### src/rtl/key_cmd_pkg.sv
// Shared constants and types for the PS/2 key-to-command decoder.
// WASD scancodes exist only when KEY_CMD_WASD_EN is defined.
package key_cmd_pkg;

  localparam logic [3:0] CMD_LEFT  = 4'b0000;
  localparam logic [3:0] CMD_RIGHT = 4'b0001;
  localparam logic [3:0] CMD_UP    = 4'b0010;
  localparam logic [3:0] CMD_DOWN  = 4'b0011;
  localparam logic [3:0] CMD_RESET = 4'b1000;
  localparam logic [3:0] CMD_NONE  = 4'b1111;

  localparam logic [7:0] SC_EXT   = 8'hE0;
  localparam logic [7:0] SC_BRK   = 8'hF0;
  localparam logic [7:0] SC_LEFT  = 8'h6B;
  localparam logic [7:0] SC_RIGHT = 8'h74;
  localparam logic [7:0] SC_UP    = 8'h75;
  localparam logic [7:0] SC_DOWN  = 8'h72;
  localparam logic [7:0] SC_R     = 8'h2D;
`ifdef KEY_CMD_WASD_EN
  localparam logic [7:0] SC_W     = 8'h1D;
  localparam logic [7:0] SC_A     = 8'h1C;
  localparam logic [7:0] SC_S     = 8'h1B;
  localparam logic [7:0] SC_D     = 8'h23;
`endif

  // One held bit per command; WASD keys reuse the arrow bits.
  localparam logic [4:0] HELD_LEFT  = 5'b00001;
  localparam logic [4:0] HELD_RIGHT = 5'b00010;
  localparam logic [4:0] HELD_UP    = 5'b00100;
  localparam logic [4:0] HELD_DOWN  = 5'b01000;
  localparam logic [4:0] HELD_RESET = 5'b10000;

  typedef enum logic [1:0] {IDLE, EXT, BRK, EXT_BRK} kbd_state_t;

  typedef struct packed {
    logic       hit;
    logic [3:0] code;
    logic [4:0] mask;
  } key_hit_t;

  localparam key_hit_t KEY_MISS = {1'b0, CMD_NONE, 5'b00000};

  function automatic key_hit_t key_hit(input logic [3:0] code, input logic [4:0] mask);
    key_hit_t r;
    r.hit  = 1'b1;
    r.code = code;
    r.mask = mask;
    return r;
  endfunction

endpackage

### src/rtl/cmd_fifo.sv
// Synchronous FIFO with occupancy count; a push into a full FIFO is accepted
// only when a pop happens on the same edge. Storage is not reset.
module cmd_fifo #(
  parameter int DATA_W = 4,
  parameter int DEPTH  = 4
) (
  input  logic                    clk,
  input  logic                    rst,
  input  logic                    push,
  input  logic [DATA_W-1:0]       push_data,
  input  logic                    pop,
  output logic [DATA_W-1:0]       head,
  output logic                    full,
  output logic                    empty,
  output logic [$clog2(DEPTH):0]  fill
);

  localparam int PTR_W = $clog2(DEPTH);

  logic [DATA_W-1:0] mem [DEPTH];
  logic [PTR_W-1:0]  wr_ptr;
  logic [PTR_W-1:0]  rd_ptr;
  logic [PTR_W:0]    count;
  logic              push_en;
  logic              pop_en;

  assign full    = (count == (PTR_W+1)'(DEPTH));
  assign empty   = (count == '0);
  assign pop_en  = pop && !empty;
  assign push_en = push && (!full || pop_en);
  assign head    = mem[rd_ptr];
  assign fill    = count;

  always_ff @(posedge clk) begin
    if (rst) begin
      wr_ptr <= '0;
      rd_ptr <= '0;
      count  <= '0;
    end else begin
      if (push_en) wr_ptr <= wr_ptr + 1'b1;
      if (pop_en)  rd_ptr <= rd_ptr + 1'b1;
      case ({push_en, pop_en})
        2'b10:   count <= count + 1'b1;
        2'b01:   count <= count - 1'b1;
        default: count <= count;
      endcase
    end
  end

  always_ff @(posedge clk) begin
    if (push_en) mem[wr_ptr] <= push_data;
  end

endmodule

### src/rtl/key_cmd_decoder.sv
// PS/2 scancode stream to 2048 game commands: prefix FSM, held-key tracking and
// a command FIFO. Define KEY_CMD_WASD_EN to also map W/A/S/D to the arrows.
module key_cmd_decoder
  import key_cmd_pkg::*;
#(
  parameter int FIFO_DEPTH         = 4,
  parameter int TRIGGER_ON_RELEASE = 1,
  parameter int TIMEOUT_CYCLES     = 2000000
) (
  input  logic                         CLK100MHZ,
  input  logic                         CPU_RESET,
  input  logic                         byte_valid,
  input  logic [7:0]                   byte_data,
  output logic [3:0]                   cmd,
  output logic                         cmd_valid,
  input  logic                         cmd_ready,
  output logic [$clog2(FIFO_DEPTH):0]  fill,
  output logic                         overflow
);

  localparam int              TO_W    = $clog2(TIMEOUT_CYCLES + 1);
  localparam logic [TO_W-1:0] TO_LAST = TO_W'(TIMEOUT_CYCLES - 1);

  kbd_state_t      state;
  kbd_state_t      state_nxt;
  logic [TO_W-1:0] to_cnt;
  logic [4:0]      held;
  logic [4:0]      held_nxt;
  logic            is_make;
  logic            is_brk;
  logic            is_ext;
  key_hit_t        key_p0;
  logic            vld_p0;
  logic            pop;
  logic            fifo_full;
  logic            fifo_empty;
  logic [3:0]      fifo_head;

  function automatic key_hit_t decode_key(input logic ext, input logic [7:0] sc);
    key_hit_t r;
    r = KEY_MISS;
    if (ext) begin
      case (sc)
        SC_LEFT:  r = key_hit(CMD_LEFT,  HELD_LEFT);
        SC_RIGHT: r = key_hit(CMD_RIGHT, HELD_RIGHT);
        SC_UP:    r = key_hit(CMD_UP,    HELD_UP);
        SC_DOWN:  r = key_hit(CMD_DOWN,  HELD_DOWN);
        default:  r = KEY_MISS;
      endcase
    end else begin
      case (sc)
        SC_R:     r = key_hit(CMD_RESET, HELD_RESET);
`ifdef KEY_CMD_WASD_EN
        SC_W:     r = key_hit(CMD_UP,    HELD_UP);
        SC_A:     r = key_hit(CMD_LEFT,  HELD_LEFT);
        SC_S:     r = key_hit(CMD_DOWN,  HELD_DOWN);
        SC_D:     r = key_hit(CMD_RIGHT, HELD_RIGHT);
`endif
        default:  r = KEY_MISS;
      endcase
    end
    return r;
  endfunction

  // Stage p0: classify the byte against the prefix state and decide the push
  always_comb begin
    state_nxt = state;
    is_make   = 1'b0;
    is_brk    = 1'b0;
    is_ext    = 1'b0;
    if (byte_valid) begin
      case (state)
        IDLE: begin
          if (byte_data == SC_EXT)      state_nxt = EXT;
          else if (byte_data == SC_BRK) state_nxt = BRK;
          else                          is_make   = 1'b1;
        end
        EXT: begin
          if (byte_data == SC_BRK) begin
            state_nxt = EXT_BRK;
          end else begin
            is_make   = 1'b1;
            is_ext    = 1'b1;
            state_nxt = IDLE;
          end
        end
        BRK: begin
          is_brk    = 1'b1;
          state_nxt = IDLE;
        end
        EXT_BRK: begin
          is_brk    = 1'b1;
          is_ext    = 1'b1;
          state_nxt = IDLE;
        end
        default: state_nxt = IDLE;
      endcase
    end else if (state != IDLE && to_cnt == TO_LAST) begin
      state_nxt = IDLE;
    end

    key_p0   = decode_key(is_ext, byte_data);
    held_nxt = held;
    vld_p0   = 1'b0;
    if (key_p0.hit && is_make) begin
      held_nxt = held | key_p0.mask;
      if (TRIGGER_ON_RELEASE == 0) vld_p0 = ((held & key_p0.mask) == 5'b00000);
    end
    if (key_p0.hit && is_brk) begin
      held_nxt = held & ~key_p0.mask;
      if (TRIGGER_ON_RELEASE != 0) vld_p0 = 1'b1;
    end
  end

  always_ff @(posedge CLK100MHZ) begin
    if (CPU_RESET) begin
      state    <= IDLE;
      to_cnt   <= '0;
      held     <= '0;
      overflow <= 1'b0;
    end else begin
      state  <= state_nxt;
      to_cnt <= (byte_valid || state_nxt == IDLE) ? '0 : to_cnt + 1'b1;
      held   <= held_nxt;
      if (vld_p0 && fifo_full && !pop) overflow <= 1'b1;
    end
  end

  // Stage p1: command FIFO toward the game logic
  cmd_fifo #(
    .DATA_W (4),
    .DEPTH  (FIFO_DEPTH)
  ) u_fifo (
    .clk       (CLK100MHZ),
    .rst       (CPU_RESET),
    .push      (vld_p0),
    .push_data (key_p0.code),
    .pop       (pop),
    .head      (fifo_head),
    .full      (fifo_full),
    .empty     (fifo_empty),
    .fill      (fill)
  );

  assign cmd_valid = !fifo_empty;
  assign pop       = cmd_valid && cmd_ready;
  assign cmd       = fifo_empty ? CMD_NONE : fifo_head;

endmodule
### config.mk
export PLATFORM = sky130hd
export DESIGN_NAME = key_cmd_decoder
export DESIGN_NICKNAME = d
export VERILOG_FILES = /design/src/rtl/key_cmd_pkg.sv /design/src/rtl/cmd_fifo.sv /design/src/rtl/key_cmd_decoder.sv
export SDC_FILE = /design/constraint.sdc
export NUM_CORES = 1
export LEC_CHECK = 0
export CELL_PAD_IN_SITES_DETAIL_PLACEMENT = 2
export CELL_PAD_IN_SITES_GLOBAL_PLACEMENT = 2
export CORE_ASPECT_RATIO = 1.1
export CORE_MARGIN = 5
export CORE_UTILIZATION = 40
export CTS_CLUSTER_SIZE = 24
export DETAILED_ROUTE_END_ITERATION = 10
export PLACE_DENSITY_LB_ADDON = 0.1
export SKIP_CTS_REPAIR_TIMING = 1
export SLEW_MARGIN = 20
export SYNTH_ARGS = -nofsm -noshare
export SYNTH_HDL_FRONTEND = slang
export SYNTH_SLANG_ARGS = --single-unit
### constraint.sdc
create_clock -name CLK100MHZ -period 5.05 [get_ports CLK100MHZ]
set_clock_uncertainty 0.05 [all_clocks]
set_input_delay 0.505 -clock CLK100MHZ [delete_from_list [all_inputs] [get_ports CLK100MHZ]]
set_output_delay 0.505 -clock CLK100MHZ [all_outputs]
set_load 0.01 [all_outputs]
# After elaboration in Yosys (flattened, before gate mapping)
# Memory sizes are Yosys's and may differ from the RTL's. A register that Yosys moved wholly into a read port is not among the register bits.
# Cells that the tools add are included.
[classes]
n_addsub = 5
n_bitwise = 0
n_lt_le_gt_ge = 0
div = 0
eq_ne = 14
n_mux = 21
n_shift = 0
reduce_logical = 19
multipliers = 0
[ops]
columns = ["op", "count"]
rows = [
  ["10-bit case mux with 4 select lines", 1],
  ["8-bit by 7-bit == test with 1-bit output, second input constant", 4],
  ["21-bit by 1-bit adder with 21-bit output, second input constant", 1],
  ["21-bit == test, second input constant", 1],
  ["10-bit two-way mux", 2],
  ["8-bit == test, second input constant", 2],
  ["2-bit two-way mux", 7],
  ["8-bit by 6-bit == test with 1-bit output, second input constant", 1],
  ["1-bit logical AND", 7],
  ["1-bit two-way mux", 7],
  ["2-bit == test, second input constant", 3],
  ["2-bit case mux with 3 select lines", 1],
  ["3-bit case mux with 2 select lines", 1],
  ["2-bit by 1-bit adder with 2-bit output, second input constant", 2],
  ["2-bit by 1-bit == test with 1-bit output, second input constant", 2],
  ["2-bit logical NOT", 2],
  ["4-bit two-way mux", 1],
  ["2-bit nonzero test", 2],
  ["2-bit OR reduction", 2],
  ["3-bit by 1-bit adder with 3-bit output, second input constant", 1],
  ["3-bit == test, second input constant", 1],
  ["1-bit logical NOT", 3],
  ["3-bit logical NOT", 1],
  ["3-bit by 1-bit subtractor with 3-bit output, second input constant", 1],
  ["2 further kinds", 3],
]
[totals]
out_inout_bits = 9
inputBits = 12
ramBits = 16
word_cells = 66
mem_bits_ro = 0
n_memories = 1
ff_bits = 31
latchBits = 0
[mem_list]
columns = ["name", "words", "width", "rd", "rd_clocked_by_memory_dff", "write_ports", "line", "rtl"]
rows = [
  ["u_fifo.mem", 4, 4, 1, 1, 1, "cmd_fifo.sv:20", "logic [DATA_W-1:0] mem [DEPTH];"],
]

# Logic depth before layout (Yosys ltp)
# Gate-level depths: netlist of run 1.
[depth]
word_depth = 10
ltp_mapped = 10
mapped_depth_nobuf = 9

# By module
# Synthesis of run 1 repeated with hierarchy kept, for this count alone.
[unflattened]
hier_cells = 243
hier_area_um2 = 2463.6
[modules_own_cells]
columns = ["module", "instances", "cells_per_inst", "area_per_inst_um2"]
rows = [
  ["key_cmd_decoder", 1, 164, 1351.3],
  ["cmd_fifo", 1, 79, 1112.3],
]

# Worst setup path after synthesis of run 1
# Ideal clock, no wire load.
[synth_timing]
kind = "in2reg"
startpoint = "input port byte_data[6]"
endpoint = "register u_fifo.count[1] (netlist: u_fifo.fill[1])"
setup_ns = 0.121
arrival_time_ns = 2.463
path_stages = 9
setup_slack_ns = 2.415
path_buffers = 1
cell_sequence = "buf_2 nand2_2 o31a_1 a211oi_1 nor2_1 fa_1 nor3b_1 a2bb2oi_1 nand3_1"
[synth_via]
elab_chain_len = 10
elab_cells_between_ends = 19
cone_classes = "8 x eq/ne; 8 x mux; 3 x reduce/logical"
[synth_lines]
columns = ["item", "line", "rtl"]
rows = [
  ["start, declared", "key_cmd_decoder.sv:13", "input logic [7:0] byte_data,"],
  ["8-bit == test", "key_cmd_decoder.sv:79", "if (byte_data == SC_BRK) begin"],
  ["1-bit two-way mux", "n/a", ""],
  ["1-bit case mux with 2 select lines", "key_cmd_decoder.sv:72", "case (state)"],
  ["1-bit two-way mux", "key_cmd_decoder.sv:71", "if (byte_valid) begin"],
  ["10-bit two-way mux *", "key_cmd_decoder.sv:42", "if (ext) begin"],
  ["1-bit logical AND *", "key_cmd_decoder.sv:109", "if (key_p0.hit && is_brk) begin"],
  ["1-bit two-way mux *", "key_cmd_decoder.sv:109", ""],
  ["1-bit logical AND *", "cmd_fifo.sv:30", "assign push_en = push && (!full || pop_en);"],
  ["2-bit by 1-bit == test with 1-bit output or 2-bit == test (tied branches)", "cmd_fifo.sv:42", "case ({push_en, pop_en})"],
  ["3-bit case mux with 2 select lines or 2-bit nonzero test (tied branches)", "n/a", ""],
  ["end signal, assigned", "cmd_fifo.sv:43", "2'b10: count <= count + 1'b1;"],
  ["end signal, assigned", "cmd_fifo.sv:44", "2'b01: count <= count - 1'b1;"],
  ["end signal, assigned", "cmd_fifo.sv:45", "default: count <= count;"],
  ["end, declared", "cmd_fifo.sv:23", "logic [PTR_W:0] count;"],
]
# Every way passes the cells marked *; elsewhere a longest branch is shown, timed or not.
# A chain may end at the register's enable or synchronous reset.

# Worst setup path after layout of run 1
[layout_timing]
startpoint = "input port byte_data[6]"
endpoint = "register u_fifo.count[2] (netlist: u_fifo.fill[2])"
# Same word-level chain as after synthesis.

==> flow_results.org, run 1 <==
** GRT
- After global routing the overflow that remains totals 0.
- The initial antenna violation count is 0.
- The first global-routing pass estimated 10300 um of wire.
- Entering global routing, the biggest net connects 23 pins.
- Vias in the first global route :: 2130
- Aggregate global-route resource usage :: 16.5%

** Yosys
- The commonest cells after synthesis are nor2_1, dfxtp_1, edfxtp_1.
- Distinct cell type count after synthesis :: 51
- Sequential cell area fraction in the yosys report :: 46.6%
- The Yosys step of the flow raised 0 warnings.
- Top cells by area in the synthesized netlist :: dfxtp_1, edfxtp_1, nor2_1
- The largest total area in the synthesized netlist belongs to dfxtp_1.
- Netlist area before placement :: 2450 sq um
- In this run, synthesis produced a sequential element count of 49.
- Most used DFF post-synth :: dfxtp_1
- Library cell with the highest instance count after synthesis :: nor2_1
- In this run, synthesis inferred 16 flip-flops with an integrated enable.
- Nets in the synthesized netlist :: 260
- Synthesized netlist cell count :: 242
- After synthesis, the share of flip-flops with an asynchronous set or reset is 0%.
- Syn Area/Cell :: 10.1 sq um
- In this run the biggest area consumer among cell types represents 27.0% of the synthesized area.

** STA
- Final setup violation count :: 0
- The routed design could run at a clock period as short as 3350 ps.
- Adding up every negative setup slack in the final design gives 0 ps.
- Max-slew headroom :: 38.6%
- Slew at the pin closest to its max-slew limit :: 913 ps
- Final period util :: 66.3%
- On the final layout, the worst hold slack is 424 ps.
- Unrepaired setup endpoints after global routing :: no
- Final hold violation count :: 0
- The max-slew violation count came to 0.
- Upper clock frequency limit :: 0.299 GHz

** Worst setup path
- Crit Reg-Reg Startpoint :: state[0]
- Data on the critical path is required at its endpoint by 5250 ps.
- Largest fanout on the critical path :: 9
- Type of origin of the critical path :: primary input
- The setup path with the least slack is of type primary input to flop.
- Measured in cells, the most critical reg-to-reg path has a length of 8.
- In this run the critical register-to-register path is captured at u_fifo.fill[2].
- STA classifies the critical path endpoint as a flop.
- At the worst endpoint, the arrival time is 3550 ps.
- Tracing the worst setup path back leads to its startpoint at byte_data[6].
- The setup check on the worst reg-to-reg path leaves a slack of 2360 ps.
- Worst setup endpoint :: u_fifo.fill[2]

** Pwr
- For this design the static power due to leakage is 0.925 nW.
- Across the VDD grid, the largest voltage drop is 122 uV.
- Power density of the placed cells :: 240 nW/um^2

** Status
- The flow ran to the end, and the final reports show no timing, DRC or antenna violations.

** Route
- Once detail routing completed, the nets flagged for antenna violations numbered 0.
- Routed wire per std cell :: 17.5 um
- Total number of vias :: 1877
- After detailed routing, the total wire length is 6040 um.
- Drc violations :: 0
- Starting DRT DRC Count :: 66
- For this run, the detailed router's first-pass iteration total came to 4.
- Dividing the detail-routed via count by the number of cells gives 5.44.

** Floorplanning
- Chip width :: 84.6 um
- Full die area :: 7790 sq um
- In this run the count of I/O pins placed on the die edge is 21.
- Starting utilization of the core area :: 40.3%
- CORE AREA :: 6080 sq um
- Std cell rows :: 30
- Die boundary height :: 92.1 um

** Clock tree
- The tree is rooted in a clkbuf_8.
- Number of buffers on the longest clock path :: 2
- CTS tree :: done
- Clock tree synthesis found a total of 49 sinks.
- Clk Latency, worst-skew pair :: 300 ps
- Total number of H-tree levels :: 2
- Buffers inserted during clock tree synthesis total 5.
- Register clock-pin slew on the reported worst setup and hold paths :: 90 ps

** Placement
- PortBufs :: 20
- Once detailed placement completed, the half-perimeter wirelength came to 4420 um.
- At the end of routability-driven placement, the weighted congestion stood at 0.778.

** Cells and area
- Antenna fix cells :: 0
- Signed area change from the synthesized netlist to the final layout :: 15.3%
- Number of nets in the final layout :: 282
- Of the cells placed in the final design, the portion with a size suffix greater than 1 is 9.06%.

** Flow run
- Across the run, the number of max-cap violations was 0.

** Min path
- In this run the worst hold path is classified as flop to flop.
==> per-stage QoR <==
stage               setup WS, ps  cell area, sq um  total power [W]  utilization, %  instances
floorplan                   2420              2450         0.000423               -        242
global placement            1580              2730         0.000437            44.9        337
detailed placement          1430              2730         0.000438            44.9        337
CTS                         1730              2830         0.000689            46.5        345
global route                1590              2830         0.000711            46.5        345
finish                      1700              2830         0.000677            46.5        345
==> registers in the layout, summed over array words and instances, names as in the netlist, named ones only <==
signal	flops
u_fifo.rd_ptr	2
state	2
u_fifo.wr_ptr	2
to_cnt	21
u_fifo.mem	16
u_fifo.fill	3
overflow	1
==> critical path, stage by stage <==
cell             delay (ps)
clkdlybuf4s50_1         680
nand2_2                 160
o31a_1                  360
a211oi_1                680
nor2_1                  140
fa_1                    480
nor4_1                  340
o21bai_1                130
nand2_1                  80
==> cells by family after synthesis <==
| family | after synthesis | synth area share (%) |
|---|---|---|
| AO/OA/AOI/OAI | 24 | 8.38 |
| XOR/XNOR | 22 | 7.87 |
| adder cells (fa/ha/maj) | 6 | 3.37 |
| buffers and inverters | 12 | 1.94 |
| flip-flops | 49 | 46.6 |
| multiplexers | 5 | 4.09 |
| AND/OR/NAND/NOR | 124 | 27.8 |
==> metal layers <==
metal,global-route usage (%),wire (um),vias to the layer above
li1,-,-,912
met1,16.1,2260,944
met2,34.9,3620,16
met3,2.70,96,5
met4,3.96,59,0
met5,0,0,-
==> cell usage in the layout, fill, tap and decap left out, drive strengths merged, types with 6 or more instances in the layout <==
master         netlist  final
clkbuf               3      6
nor2                40     40
nand2               12     12
inv                  7      7
xor2                 7      7
edfxtp              16     16
nor3                 6      6
clkdlybuf4s50        0     20
xnor2               15     15
nand3               14     14
dfxtp               33     33
==> area by class of cell <==
class,instances,area [sq um]
fillers,659,3260
multi-input cells,181,1260
flip-flops and latches,49,1140
repair buffers,20,200
well taps,80,100
clock buffers,6,82.6
inverters,7,26.3
clock inverters,2,13.8
==> worst min path at each step <==
stage	endpoint	cells after the start	slack (ps)	start
after CTS	to_cnt[0]	1	430	to_cnt[0]
after global routing	to_cnt[0]	1	470	to_cnt[0]
after floorplan	to_cnt[0]	1	380	to_cnt[0]
final	to_cnt[0]	1	420	to_cnt[0]
after global placement	to_cnt[0]	1	390	to_cnt[0]
after detailed placement	to_cnt[0]	1	400	to_cnt[0]
==> where the power goes <==
part           internal, W  total (W)  switching, W
Clock             0.000111   0.000248      0.000136
Combinational    0.0000117  0.0000256     0.0000139
Sequential        0.000404   0.000404  0.0000000445
Note: power is estimated with default switching activity, not from simulation.
==> run 2, diff against run 1 <==
--- a/config.mk
+++ b/config.mk
@@ -9,7 +9,7 @@
 export CELL_PAD_IN_SITES_GLOBAL_PLACEMENT = 2
 export CORE_ASPECT_RATIO = 1.1
 export CORE_MARGIN = 5
-export CORE_UTILIZATION = 40
+export CORE_UTILIZATION = 37
 export CTS_CLUSTER_SIZE = 24
 export DETAILED_ROUTE_END_ITERATION = 10
 export PLACE_DENSITY_LB_ADDON = 0.1
==> constraint.sdc (replaced) <==
create_clock -name CLK100MHZ -period 3.3 [get_ports CLK100MHZ]
set_clock_uncertainty 0.05 [all_clocks]
set_input_delay 0.33 -clock CLK100MHZ [delete_from_list [all_inputs] [get_ports CLK100MHZ]]
set_output_delay 0.33 -clock CLK100MHZ [all_outputs]
set_load 0.01 [all_outputs]
==> flow_results.org, run 2 (synthesis gave the netlist of run 1 again) <==
** GRT
- The initial antenna violation count is 0.
- Global routing consumed, over all layers together, 16.0% of the routing resources.
- In this run the most used layer during global routing was met2.
- GR Overflow Total :: 0
- Met3 track utilization from global routing :: 2.85%
- Wire length of the first global-routing pass :: 10300 um
- The via count of the first global-routing pass was 2093.
- For met1 alone, demand over resource in global routing was 17.4%.
- GRT met2 Usage :: 30.0%
- Largest net degree at the start of global routing :: 22

** Clock tree
- The clock tree synthesis step divided the H-tree into 2 levels.
- Clk Latency, worst-skew pair :: 310 ps
- Clock-pin slew was measured on the worst setup and hold paths at 100 ps.
- Clock tree synthesis found a total of 49 sinks.
- CTS tree :: done
- Total CTS buffers :: 5
- Number of buffers on the longest clock path :: 2
- The tree is rooted in a clkbuf_8.

** Min path
- The worst hold path belongs to the class flop to flop.
- Depth of the worst hold-timing path :: 1
- Startpoint of the tightest hold check path :: to_cnt[0]
- Worst hold path endpoint :: to_cnt[0]

** Cells and area
- 0 antenna diodes ended up in the layout.
- Of the cells placed in the final design, the portion with a size suffix greater than 1 is 11.0%.
- The register with the most flip-flops in the layout has 21 of them.
- Counting the fill cells in the layout gives 703.
- Leaving out fill and tap cells, the most frequent cell in the layout is nor2_1.
- The top cell types in the final layout, fill and taps aside, are nor2_1, dfxtp_1, clkdlybuf4s50_1, edfxtp_1, xnor2_1.
- The final layout contains 289 nets.
- The count of cells in the finished layout, fillers not included, comes to 354.
- Compared with the post-synthesis result, the final layout area differs by 17.2%.
- The register with the most flip-flops in the final layout is to_cnt.

** STA
- Final hold violation count :: 0
- Setup violations remaining at the end of the flow were counted as 0.
- Max Slew Vio Count :: 0
- Setup repair after global routing left no endpoint under its margin.
- Upper clock frequency limit :: 0.367 GHz
- Shortest clock period the worst path allows after layout :: 2720 ps
- Max-slew headroom :: 47.0%
- Crit path setup slack, layout :: 577 ps
- Setup TNS :: 0 ps
- In the finished design, the share of the clock period the worst path needs comes to 82.5%.
- For the pin with the worst max-slew slack, the measured transition is 789 ps.

** Pwr
- After layout, the design draws a total of 0.00101 W.
- Power density of the placed cells :: 351 nW/um^2
- Max IR drop VDD :: 173 uV
- Summed over all cells, the static leakage comes to 0.954 nW.

** Worst setup path
- In this run the worst path has a maximum fanout of 7.
- The worst register-to-register path has a depth of 8.
- The cell that appears most often on the critical path is nor3b_1.
- Type of element capturing the critical path :: flop
- The largest single stage delay on the critical path is 590 ps.
- STA classifies the critical path startpoint as a primary input.
- STA puts the critical path data required time at 3510 ps.
- Worst setup path category :: primary input to flop
- Register-to-Register Setup Slack :: 1090 ps
- Critical path arrival :: 2930 ps
- Capture point of the worst reg-to-reg path :: u_fifo.fill[1]
- The startpoint identified for the worst register-to-register timing path is state[0].
- Walking the worst path, the cells encountered are clkdlybuf4s50_1 > nor3b_1 > o2111ai_1 > a211oi_1 > nor2_1 > fa_1 > nor3b_1 > a2bb2oi_1 > nand3_1.
- Slowest stage cell, crit path :: clkdlybuf4s50_1

** Route
- Drc violations :: 0
- The routed design has 5950 um of wire.
- Starting DRT DRC Count :: 71
- Routed wire per std cell :: 16.8 um
- Once detail routing completed, the nets flagged for antenna violations numbered 0.
- The routed layout has 1887 vias.
- The first detailed-routing pass ran for 4 iterations.
- Via density per instance :: 5.33

** Placement
- Post-detail-place hpwl :: 4600 um
- Post-placement cell count :: 346
- Routability-driven placement finished with a final weighted congestion of 0.731.
- Prior to clock tree synthesis, the placed netlist has a worst setup slack of 312 ps.
- The count of buffers added on input and output ports is 20.

** Floorplanning
- The initialized floorplan defines 31 standard-cell rows.
- Chip width :: 87.6 um
- For this configuration, the core starts out at a cell density of 37.6%.
- After floorplanning, the core was sized to cover 6520 sq um.
- For this design the top-level I/O count stands at 21.
- Full die area :: 8350 sq um
- Measured along the y axis, the die boundary spans 95.3 um.

** Flow run
- The tool flagged a number of max-cap violations equal to 0.

** Status
- The flow ran to the end, and the final reports show no timing, DRC or antenna violations.
run 2: metal layers:
metal / vias up / share of wire (%)
li1: 931 / -
met1: 934 / 41
met2: 15 / 55
met3: 7 / 2.1
met4: 0 / 2.0
met5: - / 0
run 2: area by class of cell:
class                           instances  area (sq um)  share of cell area [%]
Multi-Input combinational cell        181          1260                    43.9
Sequential cell                        49          1140                    39.8
Timing Repair Buffer                   27           253                    8.81
Tap cell                               82           103                    3.57
Clock buffer                            5          68.8                    2.40
Inverter                                7          26.3                   0.915
Clock inverter                          3          17.5                   0.610
run 2: worst max-delay path: cells and delay by family:
family / cells / cell delay [ps]
AOI/OAI and AO/OA: 3 / 720
adders and majority gates: 1 / 510
buffers and inverters: 1 / 590
and+or+nand+nor: 4 / 770
run 2: metrics by stage:
stage	area [sq um]	util, %	hold slack, ps
3_3_place_gp	2780	42.7	395
3_5_place_dp	2780	42.7	408
6_report	2870	44.0	430
2_1_floorplan	2450	-	356
4_1_cts	2870	44.0	436
5_1_grt	2870	44.0	466
run 2: worst max-delay path by stage:
stage / start / endpoint / cells after the start
floorplan: byte_data[6] / u_fifo.fill[1] / 9
global placement: byte_data[4] / u_fifo.fill[1] / 9
finish: byte_data[4] / u_fifo.fill[1] / 9
CTS: byte_data[4] / u_fifo.fill[1] / 9
detailed placement: byte_data[4] / u_fifo.fill[1] / 9
global route: byte_data[4] / u_fifo.fill[1] / 9
run 2: power breakdown:
group	total (W)	internal (W)	switching [W]
clock	0.000347	0.000147	0.000200
sequential	0.000618	0.000618	0.0000000648
combinational	0.0000429	0.0000209	0.0000220
